==> config.mk <==
export PLATFORM = sky130hd
export DESIGN_NAME = seq_detect_fsm
export DESIGN_NICKNAME = d
export VERILOG_FILES = /design/src/rtl/seq_detect_pkg.sv /design/src/rtl/seq_detect_fsm_sync_pipe.sv /design/src/rtl/seq_detect_fsm.sv
export SDC_FILE = /design/constraint.sdc
export NUM_CORES = 1
export LEC_CHECK = 0
export CORE_ASPECT_RATIO = 0.6
export CORE_MARGIN = 5
export CORE_UTILIZATION = 52
export DETAILED_ROUTE_END_ITERATION = 7
export PLACE_DENSITY = 0.9
export SYNTH_ARGS = -nofsm -noshare
export SYNTH_HDL_FRONTEND = slang
export SYNTH_SLANG_ARGS = --single-unit
export TNS_END_PERCENT = 5
==> constraint.sdc <==
create_clock -name clk -period 5.4 [get_ports clk]
set_input_delay 0.54 -clock clk [delete_from_list [all_inputs] [get_ports clk]]
set_output_delay 0.54 -clock clk [all_outputs]
set_load 0.01 [all_outputs]
==> src/rtl/seq_detect_pkg.sv <==
// Shared state encodings and the q pattern helper for the sequence detector.
package seq_detect_pkg;

    typedef enum logic [1:0] {
        ST_IDLE   = 2'd0,
        ST_ARMED  = 2'd1,
        ST_LOCKED = 2'd2,
        ST_FAULT  = 2'd3
    } state_e;

    localparam logic [1:0] S_IDLE   = ST_IDLE;
    localparam logic [1:0] S_ARMED  = ST_ARMED;
    localparam logic [1:0] S_LOCKED = ST_LOCKED;
    localparam logic [1:0] S_FAULT  = ST_FAULT;

    // Two-bit repeating unit; the top replicates it to the full output width.
    function automatic logic [1:0] state_unit(input logic [1:0] st);
        case (st)
            S_ARMED:  return 2'b01;
            S_LOCKED: return 2'b11;
            S_FAULT:  return 2'b10;
            default:  return 2'b00;
        endcase
    endfunction

endpackage

==> src/rtl/seq_detect_fsm_sync_pipe.sv <==
// Input synchroniser with a valid bit travelling alongside the data.
module sync_pipe #(
    parameter int DW     = 4,
    parameter int STAGES = 2
) (
    input  logic          clk,
    input  logic          srst,
    input  logic [DW-1:0] din,
    output logic [DW-1:0] d,
    output logic          d_vld
);

    logic [STAGES-1:0][DW-1:0] data_pipe;
    logic [STAGES-1:0]         vld_pipe;

    always_ff @(posedge clk) begin
        if (srst) begin
            data_pipe <= '0;
            vld_pipe  <= '0;
        end else begin
            data_pipe <= {data_pipe[STAGES-2:0], din};
            vld_pipe  <= {vld_pipe[STAGES-2:0], 1'b1};
        end
    end

    assign d     = data_pipe[STAGES-1];
    assign d_vld = vld_pipe[STAGES-1];

endmodule

==> src/rtl/seq_detect_fsm.sv <==
// Command-code sequence detector: IDLE/ARMED/LOCKED/FAULT with an ARMED timeout.
module seq_detect_fsm
    import seq_detect_pkg::*;
#(
    parameter int DW          = 4,
    parameter int SYNC_STAGES = 2,
    parameter int TIMEOUT     = 255,
    parameter int OUT_W       = 8,
    parameter int CNT_W       = 8
) (
    input  logic             clk,
    input  logic             srst,
    input  logic [DW-1:0]    din,
    input  logic [DW-1:0]    code_arm,
    input  logic [DW-1:0]    code_lock,
    input  logic [DW-1:0]    code_rearm,
    input  logic [DW-1:0]    code_abort,
    output logic [OUT_W-1:0] q,
    output logic [1:0]       state_o,
    output logic [CNT_W-1:0] lock_cnt,
    output logic             fault_pulse
);

    localparam int               TW       = $clog2(TIMEOUT + 1);
    localparam logic [TW-1:0]    TMR_LAST = TW'(TIMEOUT - 1);
    localparam logic [CNT_W-1:0] CNT_MAX  = '1;

    logic [DW-1:0] d;
    logic          d_vld;
    logic [1:0]    state, state_nxt;
    logic [TW-1:0] timer;
    logic          hit_arm, hit_lock, hit_rearm, hit_abort, expired;

    sync_pipe #(.DW(DW), .STAGES(SYNC_STAGES)) u_sync (
        .clk   (clk),
        .srst  (srst),
        .din   (din),
        .d     (d),
        .d_vld (d_vld)
    );

    assign hit_arm   = d_vld && (d == code_arm);
    assign hit_lock  = d_vld && (d == code_lock);
    assign hit_rearm = d_vld && (d == code_rearm);
    assign hit_abort = d_vld && (d == code_abort);
    // timer counts staying edges, so the TIMEOUT-th ARMED cycle sees TIMEOUT-1
    assign expired   = (timer == TMR_LAST);

    always_comb begin
        state_nxt = state;
        case (state)
            S_IDLE:   if (!hit_abort && hit_arm) state_nxt = S_ARMED;
            S_ARMED: begin
                if (hit_abort)     state_nxt = S_IDLE;
                else if (hit_lock) state_nxt = S_LOCKED;
                else if (expired)  state_nxt = S_FAULT;
            end
            S_LOCKED: begin
                if (hit_abort)      state_nxt = S_IDLE;
                else if (hit_rearm) state_nxt = S_ARMED;
            end
            S_FAULT:  if (hit_abort) state_nxt = S_IDLE;
            default:  state_nxt = S_IDLE;
        endcase
    end

    always_ff @(posedge clk) begin
        if (srst) begin
            state       <= S_IDLE;
            timer       <= '0;
            lock_cnt    <= '0;
            fault_pulse <= 1'b0;
        end else begin
            state       <= state_nxt;
            fault_pulse <= (state_nxt == S_FAULT) && (state != S_FAULT);
            if (state_nxt == S_ARMED && state != S_ARMED)
                timer <= '0;
            else if (state == S_ARMED && timer != TMR_LAST)
                timer <= timer + 1'b1;
            if (state == S_ARMED && state_nxt == S_LOCKED && lock_cnt != CNT_MAX)
                lock_cnt <= lock_cnt + 1'b1;
        end
    end

    assign state_o = state;
    assign q       = {(OUT_W/2){state_unit(state)}};

endmodule

**Yosys cells after proc, flatten, opt, wreduce, memory -nomap -nowiden**

Index checks and enable logic that the tools add are counted.

- Add/sub/neg operators: 2
- Equality and inequality tests: 15
- Mux-type cells: 10
- Reductions and logical operators: 13

Operators with widths:

| kind | number |
|---|---|
| $add 8x1->8 const B | 2 |
| $eq 4x4->1 | 4 |
| $ne 8x8->1 const B | 2 |
| $mux 2 | 7 |
| $logic_and 1x1->1 | 10 |
| $eq 2x2->1 const B | 4 |
| $eq 8x8->1 const B | 1 |
| $pmux 2 s4 | 1 |
| $pmux 2 s3 | 1 |
| $eq 2x1->1 const B | 2 |
| $logic_not 2->1 | 1 |
| $ne 2x1->1 const B | 1 |
| $ne 2x2->1 const B | 1 |
| $reduce_or 2->1 | 1 |
| $logic_not 1->1 | 1 |
| $mux 1 | 1 |

- Register bits after elaboration: 29
- Word-level logic and storage cells: 48

**Depth between registers and ports, before layout**

Gate-level depths: netlist (run 1).

- Word-level depth: 9
- Mapped depth: 9

**Modules after synthesis**

From an unflattened synthesis (run 1), not the netlist that was laid out.

- Cells, all modules: 180
- Area total of the unflattened synthesis: 1640.3 um^2

By module, submodules not included:

| module | instances | cells an instance | area each (um^2) | sequential area each (um^2) |
|---|---|---|---|---|
| seq_detect_fsm | 1 | 156 | 1350.0 | 380.4 |
| sync_pipe | 1 | 24 | 290.3 | 200.2 |

**Worst setup path before layout (run 1)**

OpenSTA, ideal clock, no wires.

- Path type: input to register
- From: input code_lock[1]
- To: register lock_cnt[5]
- Setup time: 0.121 ns
- Data arrival time: 2.179 ns
- Required time: 5.279 ns
- Slack: 3.100 ns
- Cell stages on the path: 7
- Buffers on the path: 0
- Cells stage by stage: xor2_1 nor3_1 nand3_1 a2111oi_4 o22ai_2 nor4_1 mux2_2

- Cells in the longest elaborated chain, start to end: 8

Ends and longest elaborated chain:

| element | RTL line | RTL |
|---|---|---|
| from (decl) | seq_detect_fsm.sv:15 | `input logic [DW-1:0] code_lock,` |
| $eq 4x4->1 | seq_detect_fsm.sv:43 | `assign hit_lock = d_vld && (d == code_lock);` |
| $logic_and 1x1->1 | seq_detect_fsm.sv:43 |  |
| $mux 2 | seq_detect_fsm.sv:55 | `else if (hit_lock) state_nxt = S_LOCKED;` |
| $mux 2 | seq_detect_fsm.sv:54 | `if (hit_abort) state_nxt = S_IDLE;` |
| $pmux 2 s4 | seq_detect_fsm.sv:51 | `case (state)` |
| $eq 2x2->1 | seq_detect_fsm.sv:80 | `if (state == S_ARMED && state_nxt == S_LOCKED && lock_cnt != CNT_MAX)` |
| $logic_and 1x1->1 (2 in a row) | seq_detect_fsm.sv:80 |  |
| to (signal assigned) | seq_detect_fsm.sv:81 | `lock_cnt <= lock_cnt + 1'b1;` |
| to (decl) | seq_detect_fsm.sv:20 | `output logic [CNT_W-1:0] lock_cnt,` |

No other way between the ends.
A chain may end at the register's enable or synchronous reset.

**Worst setup path in the final report (run 1)**

- From: input code_lock[0]
- To: register lock_cnt[5]

Same word-level chain as after synthesis.

==> results.yml, run 1 <==
grt:
  grt_pass1_wl_um: 5740
  grt_pass1_vias: 1255
  grt_max_degree: 24
  antenna_found_initial: 0
  grt_usage: 0.1791
  grt_overflow_total: 0
die:
  coreArea_um2: 2909
  num_io_pins: 41
  start_util: 0.5484
  die_y_um: 52.91
  dieArea_um2: 4312
  rows: 15
  die_w_um: 81.51
timing:
  min_period_over_period: 0.5095
  clock_skew_ns: 0.005655
  fmax_mhz: 363.5
  slew_viol_final: 0
  rsz0062_at_grt: "no"
  tightest_slew_ns: 0.7532
  slew-limit-headroom: 0.4963
  setup_viol: 0
  setup_tns_ns: 0
  fin_crit_ns: 2.751
  hold_viol_final: 0
  holdWs_ns: 0.4359
route:
  dr.pass1.iters: 4
  wl_per_cell_um: 13.53
  routed_via_density: 5.133
  wl_met1_um: 1784
  wl_met2_um: 1228
  top_layer_used: "met4"
  wl_met3_um: 403
  drtIter0Drc: 56
  drc: 0
  num_vias: 1309
  drtAntennaViolNets: 0
  routed_wl_um: 3449
cts:
  hold_buffers: 0
  clock_path_buffers: 2
  clk_latency_ns: 0.27
  cts_tree: "yes"
  numCtsBuffers: 5
  cts_sinks: 29
  htreeDepth: 2
  path_clk_slew_ns: 0.06
  cts_setup_buffers: 0
  cts-root-buf: "clkbuf_8"
  post_cts_resized: 0
setup_path:
  cp-start-kind: "primary input"
  path_cells: "clkdlybuf4s50_1 > xor2_1 > nor3_1 > a32oi_1 > a221oi_1 > o22ai_2 > nor4_1 > mux2_2"
  cp.required_ns: 5.57
  crit_family: "compound AO/OA/AOI/OAI gates"
  startpoint: "code_lock[0]"
  slowest_delay_ns: 0.43
  worstPathArrival_ns: 2.92
  worstSetupPathType: "primary input to flop"
  regToRegStartpoint: "state_o[0]$_SDFF_PP0_"
  cp-end-kind: "flop"
  crit_path_max_fanout: 8
  worst-path-buf-inv: 1
  crit_path_top_delay_cell: "clkdlybuf4s50_1"
finish:
  diodes: 0
  drive_above_1_share: 0.08451
  regArea_um2: 580.6
  final_cells: 255
  nFillCells: 209
  areaGrowthSynthToFinish_pct: 29.57
  fin_nets: 241
  multi_input_area_um2: 923.4
synth:
  synth_top_area_frac: 0.3639
  syn-num-nets: 204
  synth_top_flop_cell: "dfxtp_1"
  synth_seq_area_share: 0.3639
  syn_inst: 175
  ys_async_sr_fraction: 0
  synth_commonest_cells: "29 x dfxtp_1, 22 x nor2_1, 14 x xor2_1"
  synth-seq-cells: 29
  synth-edff-count: 0
  synth_most_common_cell: "dfxtp_1"
  yosysUniqueCellTypes: 43
  yosysTopAreaCell: "dfxtp_1"
  yosysWarnings: 0
  syn_avg_cell_area_um2: 9.116
  synth_area_um2: 1595
  synth.area.top_cells: "dfxtp_1 36%, xor2_1 7.7%, ha_1 5.5%"
power_and_ir_drop:
  ir_worst_vdd_v: 0.0001416
  power.total_w: 0.0004911
  p_leak_nw: 0.7436
  power.density_nw_per_um2: 237.6
placement:
  hpwl_um: 2648
  io_buffers: 40
  place.gp.congestion: 0.8834
  place_inst: 247
run_status:
  outcome: "completed"
min_path:
  hold_start: "u_sync.vld_pipe[0]$_DFF_P_"
  min_path_type: "flop to flop"
job:
  maxCapViolCount: 0
## state kept, by name, indices dropped and copies added, names as in the netlist
name and flops:
u_sync.vld_pipe 2, state_o 2, timer 8, u_sync.data_pipe 4, u_sync.d 4, lock_cnt 8, fault_pulse 1
## metrics by stage
stage            util  setup WS [ns]  area [um2]
2_1_floorplan       -          3.100        1595
3_3_place_gp   0.6830          2.494        1987
3_5_place_dp   0.6830          2.374        1987
4_1_cts        0.7105          2.670        2067
5_1_grt        0.7105          2.481        2067
6_report       0.7105          2.649        2067
## placed cells by master (no fill, tap or decap), drive strengths merged, types with 5 or more instances in the layout
cell type and n:
clkbuf 8, clkdlybuf4s50 40, dfxtp 29, ha 7, inv 8, nand2 8, nand3 9, nand4 5
nor2 22, nor2b 13, xnor2 9, xor2 14
## routing by layer
| metal | global-route usage | vias up |
|---|---|---|
| li1 | - | 679 |
| met1 | 0.2497 | 567 |
| met2 | 0.2392 | 57 |
| met3 | 0.08673 | 6 |
| met4 | 0.05056 | 0 |
| met5 | 0 | - |
## worst paths after layout
check	cells after the start	slack [ns]	end
worst max register to register	7	2.87	lock_cnt[5]$_SDFFE_PP0P_
worst max-delay path	8	2.65	lock_cnt[5]$_SDFFE_PP0P_
worst min register to register	1	0.44	u_sync.vld_pipe[1]$_SDFF_PP0_
worst min-delay path	1	0.44	u_sync.vld_pipe[1]$_SDFF_PP0_
## power by group
| part | switching, W | total, W | internal [W] |
|---|---|---|---|
| Clock | 0.0000737 | 0.000165 | 0.0000912 |
| Sequential | 0.00000905 | 0.000230 | 0.000221 |
| Combinational | 0.0000482 | 0.0000958 | 0.0000476 |
## cell type report
class,instances,share of cell area
Multi-Input combinational cell,128,0.4467
Sequential cell,29,0.2809
Timing Repair Buffer,40,0.1937
Clock buffer,8,0.03874
Tap cell,42,0.02542
Inverter,8,0.01453
## cell families after synthesis
logic type	share of synthesized area
flip-flops	0.3639
AND/OR/NAND/NOR	0.2361
buffers and inverters	0.05725
XOR/XNOR	0.1263
AO/OA/AOI/OAI	0.1271
adder cells (fa/ha/maj)	0.05490
multiplexers	0.03451
Note: power is estimated with default switching activity, not from simulation.
==> run 2: changes to the inputs <==
CORE_UTILIZATION = 44   (was 52)
PLACE_DENSITY = 0.82   (was 0.9)
clock period = 2.5 ns   (was 5.4 ns; I/O delays follow)
==> run 2 against run 1 <==
Clock skew shrank 0.0017 ns. Global-route usage is 3.9 points lower. Die area is 15% higher. Sequential power rose by 120%. Sequential cell count unchanged. Combinational power increased by 130%. Power is 150% higher. Final cell count up 4.3%. Worst hold slack lost 0.0034 ns. Critical path depth stayed put. Largest power group unchanged. Highest routed layer unchanged.
==> results.yml, run 2 (synthesized netlist as in run 1, its figures left out) <==
power_and_ir_drop:
  switching_share: 0.2412
  clockPowerShare: 0.405
  p_leak_nw: 0.8035
  p_comb_frac: 0.186
  switchingPower_w: 0.0002924
  p_int_w: 0.0009197
  power.total_w: 0.001212
  ir_worst_vdd_v: 0.0003133
  power_frac_seq: 0.409
  power.density_nw_per_um2: 558.3
run_status:
  outcome: "completed"
timing:
  rsz0062_at_grt: "no"
  tightest_slew_ns: 0.3684
  slew-limit-headroom: 0.7544
  holdWs_ns: 0.4325
  fin_crit_ns: 2.379
  setup_viol: 0
  min_period_over_period: 0.9515
  clock_skew_ns: 0.003956
  fmax_mhz: 420.4
  hold_viol_final: 0
  slew_viol_final: 0
finish:
  diodes: 0
  multi_input_area_um2: 924.6
  regArea_um2: 583.1
  fin_nets: 249
  drive_above_1_share: 0.1357
  areaGrowthSynthToFinish_pct: 36.08
  nFillCells: 281
  final_common_cell: "clkdlybuf4s50_1"
  layout_common_cells: "40 x clkdlybuf4s50_1, 27 x dfxtp_1, 22 x nor2_1"
  reg.largest.list: "lock_cnt: 8 flops, timer: 8 flops"
route:
  dr.pass1.iters: 6
  num_vias: 1325
  drc: 0
  drtIter0Drc: 57
  routed_wl_um: 3457
  drtAntennaViolNets: 0
  routed_via_density: 4.981
  wl_per_cell_um: 13.00
placement:
  place.gp.congestion: 0.8047
  io_buffers: 40
  hpwl_um: 2601
die:
  die_w_um: 87.74
  num_io_pins: 41
  dieArea_um2: 4969
  rows: 16
  die_y_um: 56.64
  coreArea_um2: 3363
  start_util: 0.4743
cts:
  numCtsBuffers: 5
  clock_path_buffers: 2
  path_clk_slew_ns: 0.06
  cts-root-buf: "clkbuf_8"
  clk_latency_ns: 0.27
  cts_tree: "yes"
  htreeDepth: 2
  cts_sinks: 29
grt:
  grt_pass1_wl_um: 5554
  grt_overflow_total: 0
  antenna_found_initial: 0
  grt_max_degree: 23
  grt_usage: 0.1404
  grt_pass1_vias: 1247
job:
  maxCapViolCount: 0
setup_path:
  crit_path_max_fanout: 6
  cp-end-kind: "flop"
  worstSetupPathType: "primary input to flop"
  cp.required_ns: 2.66
  cp-start-kind: "primary input"
  worstPathArrival_ns: 2.54
min_path:
  min_path_type: "flop to flop"
-- run 2: cell types whose count changed in the layout (fill, tap and decap cells not counted), sizes merged --
cell	previous run	this run
buf	0	8
bufinv	0	1
clkbuf	8	7
-- run 2: critical path: stages --
cell and delay [ns]:
clkdlybuf4s50_1 0.44, xor2_1 0.16, nor3_1 0.27, a32oi_1 0.15
a221oi_1 0.39, o22ai_2 0.20, nor4_1 0.31, mux2_2 0.37
-- run 2: path summary, 6_finish.rpt --
| check | depth (start not counted) | startpoint | slack [ns] | end |
|---|---|---|---|---|
| hold / removal | 1 | u_sync.vld_pipe[0]$_DFF_P_ | 0.43 | u_sync.vld_pipe[1]$_SDFF_PP0_ |
| hold reg to reg | 1 | u_sync.vld_pipe[0]$_DFF_P_ | 0.43 | u_sync.vld_pipe[1]$_SDFF_PP0_ |
| setup / recovery | 8 | code_lock[0] | 0.12 | lock_cnt[7]$_SDFFE_PP0P_ |
| setup reg to reg | 7 | u_sync.d[1]$_SDFF_PP0_ | 0.15 | lock_cnt[7]$_SDFFE_PP0P_ |
-- run 2: power groups by stage --
stage                     registers (W)  clock network, W  logic, W
after global placement         0.000504                 0  0.000222
after global routing           0.000498          0.000518  0.000246
after detailed placement       0.000505                 0  0.000224
final                          0.000496          0.000491  0.000225
after floorplan                0.000504                 0  0.000133
after CTS                      0.000494          0.000499  0.000226
-- run 2: cell type report --
type / instances / area share
inverter: 8 / 0.01383
clock buffer: 7 / 0.03977
multi-input combinational: 128 / 0.4259
clock inverter: 1 / 0.01383
tap: 45 / 0.02594
sequential: 29 / 0.2686
timing repair buffer: 48 / 0.2121
-- run 2: repair_timing --
action                                  4_1_cts  5_1_grt
hold buffers                                  0        0
resized for setup                             0        3
buffers inserted                              0        0
endpoints found under the setup margin        0       10
-- run 2: per-stage QoR --
stage	setup slack (ns)	instance area (um2)	TNS (ns)	utilization	instances
finish	0.1214	2171	0	0.6455	266
global placement	-0.07857	2051	-0.2796	0.6097	258
detailed placement	-0.1492	2051	-0.5551	0.6097	258
CTS	0.09005	2167	0	0.6443	266
floorplan	0.2970	1595	0	-	175
global route	0.04412	2171	0	0.6455	266
-- run 2: metal layers --
layer | global-route usage | part of all wire
met1 | 0.1988 | 0.52
met2 | 0.1974 | 0.38
met3 | 0.05556 | 0.096
met4 | 0.03282 | 0.0043
met5 | 0 | 0
==> run 3: changes to the inputs <==
CORE_UTILIZATION = 45   (was 44)
CTS_BUF_LIST = sky130_fd_sc_hd__clkbuf_2   (was not set)
PLACE_DENSITY = 0.79   (was 0.82)
SLEW_MARGIN = 20   (was not set)
==> run 3 against run 2 <==
Clock skew grew 0.026 ns. Final area is 2.0% lower. Worst hold slack lost 0.0044 ns. Non-clock buffer count rose by 2. Routed wire length increased by 5.1%. Final cell count up 0.75%. Global-route usage grew 1.7 points. Clock power shrank 52%. Critical path depth is 2 lower. Power decreased by 21%. Critical path type is now flop to flop. Critical endpoint unchanged. Largest cell class unchanged.
==> results.yml, run 3 (synthesized netlist as in run 1, its figures left out) <==
power_and_ir_drop:
  p_int_w: 0.0006693
  power_frac_seq: 0.510
  p_leak_nw: 0.7937
  p_comb_frac: 0.246
  switching_share: 0.3050
  power.density_nw_per_um2: 452.7
  switchingPower_w: 0.0002937
  power.total_w: 0.0009630
  clockPowerShare: 0.243
  ir_worst_vdd_v: 0.0002277
setup_path:
  crit_path_top_delay_cell: "a2111oi_4"
  cp.depth: 6
  cp-start-kind: "flop"
  regToRegStartpoint: "timer[3]$_SDFFE_PP0P_"
  crit_family: "simple AND/OR/NAND/NOR gates"
  cp.required_ns: 2.75
  path_cells: "and4_1 > nand4_1 > a2111oi_4 > o22ai_2 > nor4_1 > mux2_2"
  r2r_slack_ns: 0.13
  slowest_delay_ns: 0.46
  r2r-end: "lock_cnt[7]$_SDFFE_PP0P_"
  cp-end-kind: "flop"
  crit_path_max_fanout: 7
  worstPathArrival_ns: 2.62
  worstSetupPathType: "flop to flop"
  worst-path-buf-inv: 0
  worst-r2r-cell-count: 6
timing:
  setup_viol: 0
  min_period_over_period: 0.9487
  clock_skew_ns: 0.02994
  hold_viol_final: 0
  tightest_slew_ns: 0.3831
  rsz0062_at_grt: "yes"
  fin_crit_ns: 2.372
  slew_viol_final: 0
  fmax_mhz: 421.6
  slew-limit-headroom: 0.7380
route:
  drc: 0
  wl_per_cell_um: 13.56
  drtAntennaViolNets: 0
  num_vias: 1349
  routed_via_density: 5.034
  routed_wl_um: 3635
  drtIter0Drc: 81
  dr.pass1.iters: 4
cts:
  clock_path_buffers: 2
  numCtsBuffers: 5
  cts_sinks: 29
  cts-root-buf: "clkbuf_2"
  hold_buffers: 0
  cts_tree: "yes"
  path_clk_slew_ns: 0.17
  clk_latency_ns: 0.37
  htreeDepth: 2
finish:
  areaGrowthSynthToFinish_pct: 33.33
  fin_nets: 251
  reg.largest.list: "lock_cnt: 8 flops, timer: 8 flops"
  diodes: 0
  drive_above_1_share: 0.1614
  final_core_util: 0.6401
  final_cells: 268
  final_common_cell: "clkdlybuf4s50_1"
  layout_common_cells: "40 x clkdlybuf4s50_1, 28 x dfxtp_1, 21 x nor2_1"
  nFillCells: 301
min_path:
  hold_end: "u_sync.data_pipe[2]$_SDFF_PP0_"
  min_path_type: "primary input to flop"
  min_path_cells: 2
  hold_start: "din[2]"
grt:
  grt_max_degree: 23
  grt_usage: 0.1571
  antenna_found_initial: 0
  grt_overflow_total: 0
  grt_pass1_vias: 1272
  grt_pass1_wl_um: 5996
placement:
  place.gp.congestion: 0.7827
  hpwl_um: 2674
  io_buffers: 40
  place_inst: 260
die:
  num_io_pins: 41
  dieArea_um2: 4875
  start_util: 0.4800
  die_y_um: 56.12
  coreArea_um2: 3323
  die_w_um: 86.87
  rows: 16
job:
  maxCapViolCount: 0
run_status:
  outcome: "completed"
-- run 3: cell count changes in the layout (fill, tap and decap cells not counted), sizes merged --
cell,delta
buf,+2
clkinv,+2
bufinv,-1
clkbuf,-1
-- run 3: worst max path at each step --
stage	from	slack, ns	end
6_report	timer[3]$_SDFFE_PP0P_	0.13	lock_cnt[7]$_SDFFE_PP0P_
5_1_grt	timer[3]$_SDFFE_PP0P_	-0.0004	lock_cnt[7]$_SDFFE_PP0P_
4_1_cts	u_sync.d[0]$_SDFF_PP0_	0.12	lock_cnt[5]$_SDFFE_PP0P_
3_5_place_dp	code_lock[1]	-0.14	lock_cnt[5]$_SDFFE_PP0P_
3_3_place_gp	code_lock[1]	-0.12	lock_cnt[7]$_SDFFE_PP0P_
2_1_floorplan	state_o[0]$_SDFF_PP0_	0.30	lock_cnt[5]$_SDFFE_PP0P_
-- run 3: per-layer routing --
metal  share of wire  GRT usage
met5               0          0
met4           0.013    0.06000
met3           0.083    0.06657
met2            0.36     0.1946
met1            0.54     0.2314
-- run 3: power groups by stage --
stage / combinational [W] / sequential, W / clock [W]
floorplan: 0.000133 / 0.000504 / 0
global placement: 0.000228 / 0.000501 / 0
detailed placement: 0.000230 / 0.000502 / 0
CTS: 0.000232 / 0.000492 / 0.000239
global route: 0.000260 / 0.000495 / 0.000263
finish: 0.000237 / 0.000492 / 0.000234
-- run 3: worst register-to-register path: stages (launching register included) --
cell and delay [ns]:
dfxtp_1 0.43, and4_1 0.26, nand4_1 0.25, a2111oi_4 0.46
o22ai_2 0.20, nor4_1 0.30, mux2_2 0.36
-- run 3: cell type report --
type | instances | area [um2] | area share
clock inverters | 2 | 10.01 | 0.004706
clock buffers | 6 | 30.03 | 0.01412
flip-flops and latches | 29 | 581.8 | 0.2735
repair buffers | 50 | 475.5 | 0.2235
well taps | 45 | 56.30 | 0.02647
inverters | 8 | 30.03 | 0.01412
multi-input cells | 128 | 943.4 | 0.4435
-- run 3: stage by stage --
step | setup TNS [ns] | setup WS, ns | area, um2 | hold slack (ns)
2_1_floorplan | 0 | 0.2970 | 1595 | 0.3782
3_3_place_gp | -0.4559 | -0.1191 | 2066 | 0.4199
3_5_place_dp | -0.4639 | -0.1373 | 2066 | 0.4267
4_1_cts | 0 | 0.1236 | 2106 | 0.4056
5_1_grt | -0.0003819 | -0.0003819 | 2127 | 0.4017
6_report | 0 | 0.1282 | 2127 | 0.4281
-- run 3: repair_timing --
action                                 CTS  global route
setup endpoints to repair                0             5
buffers inserted                         0             0
gates resized for setup                  0             5
endpoints found under the hold margin    0             0
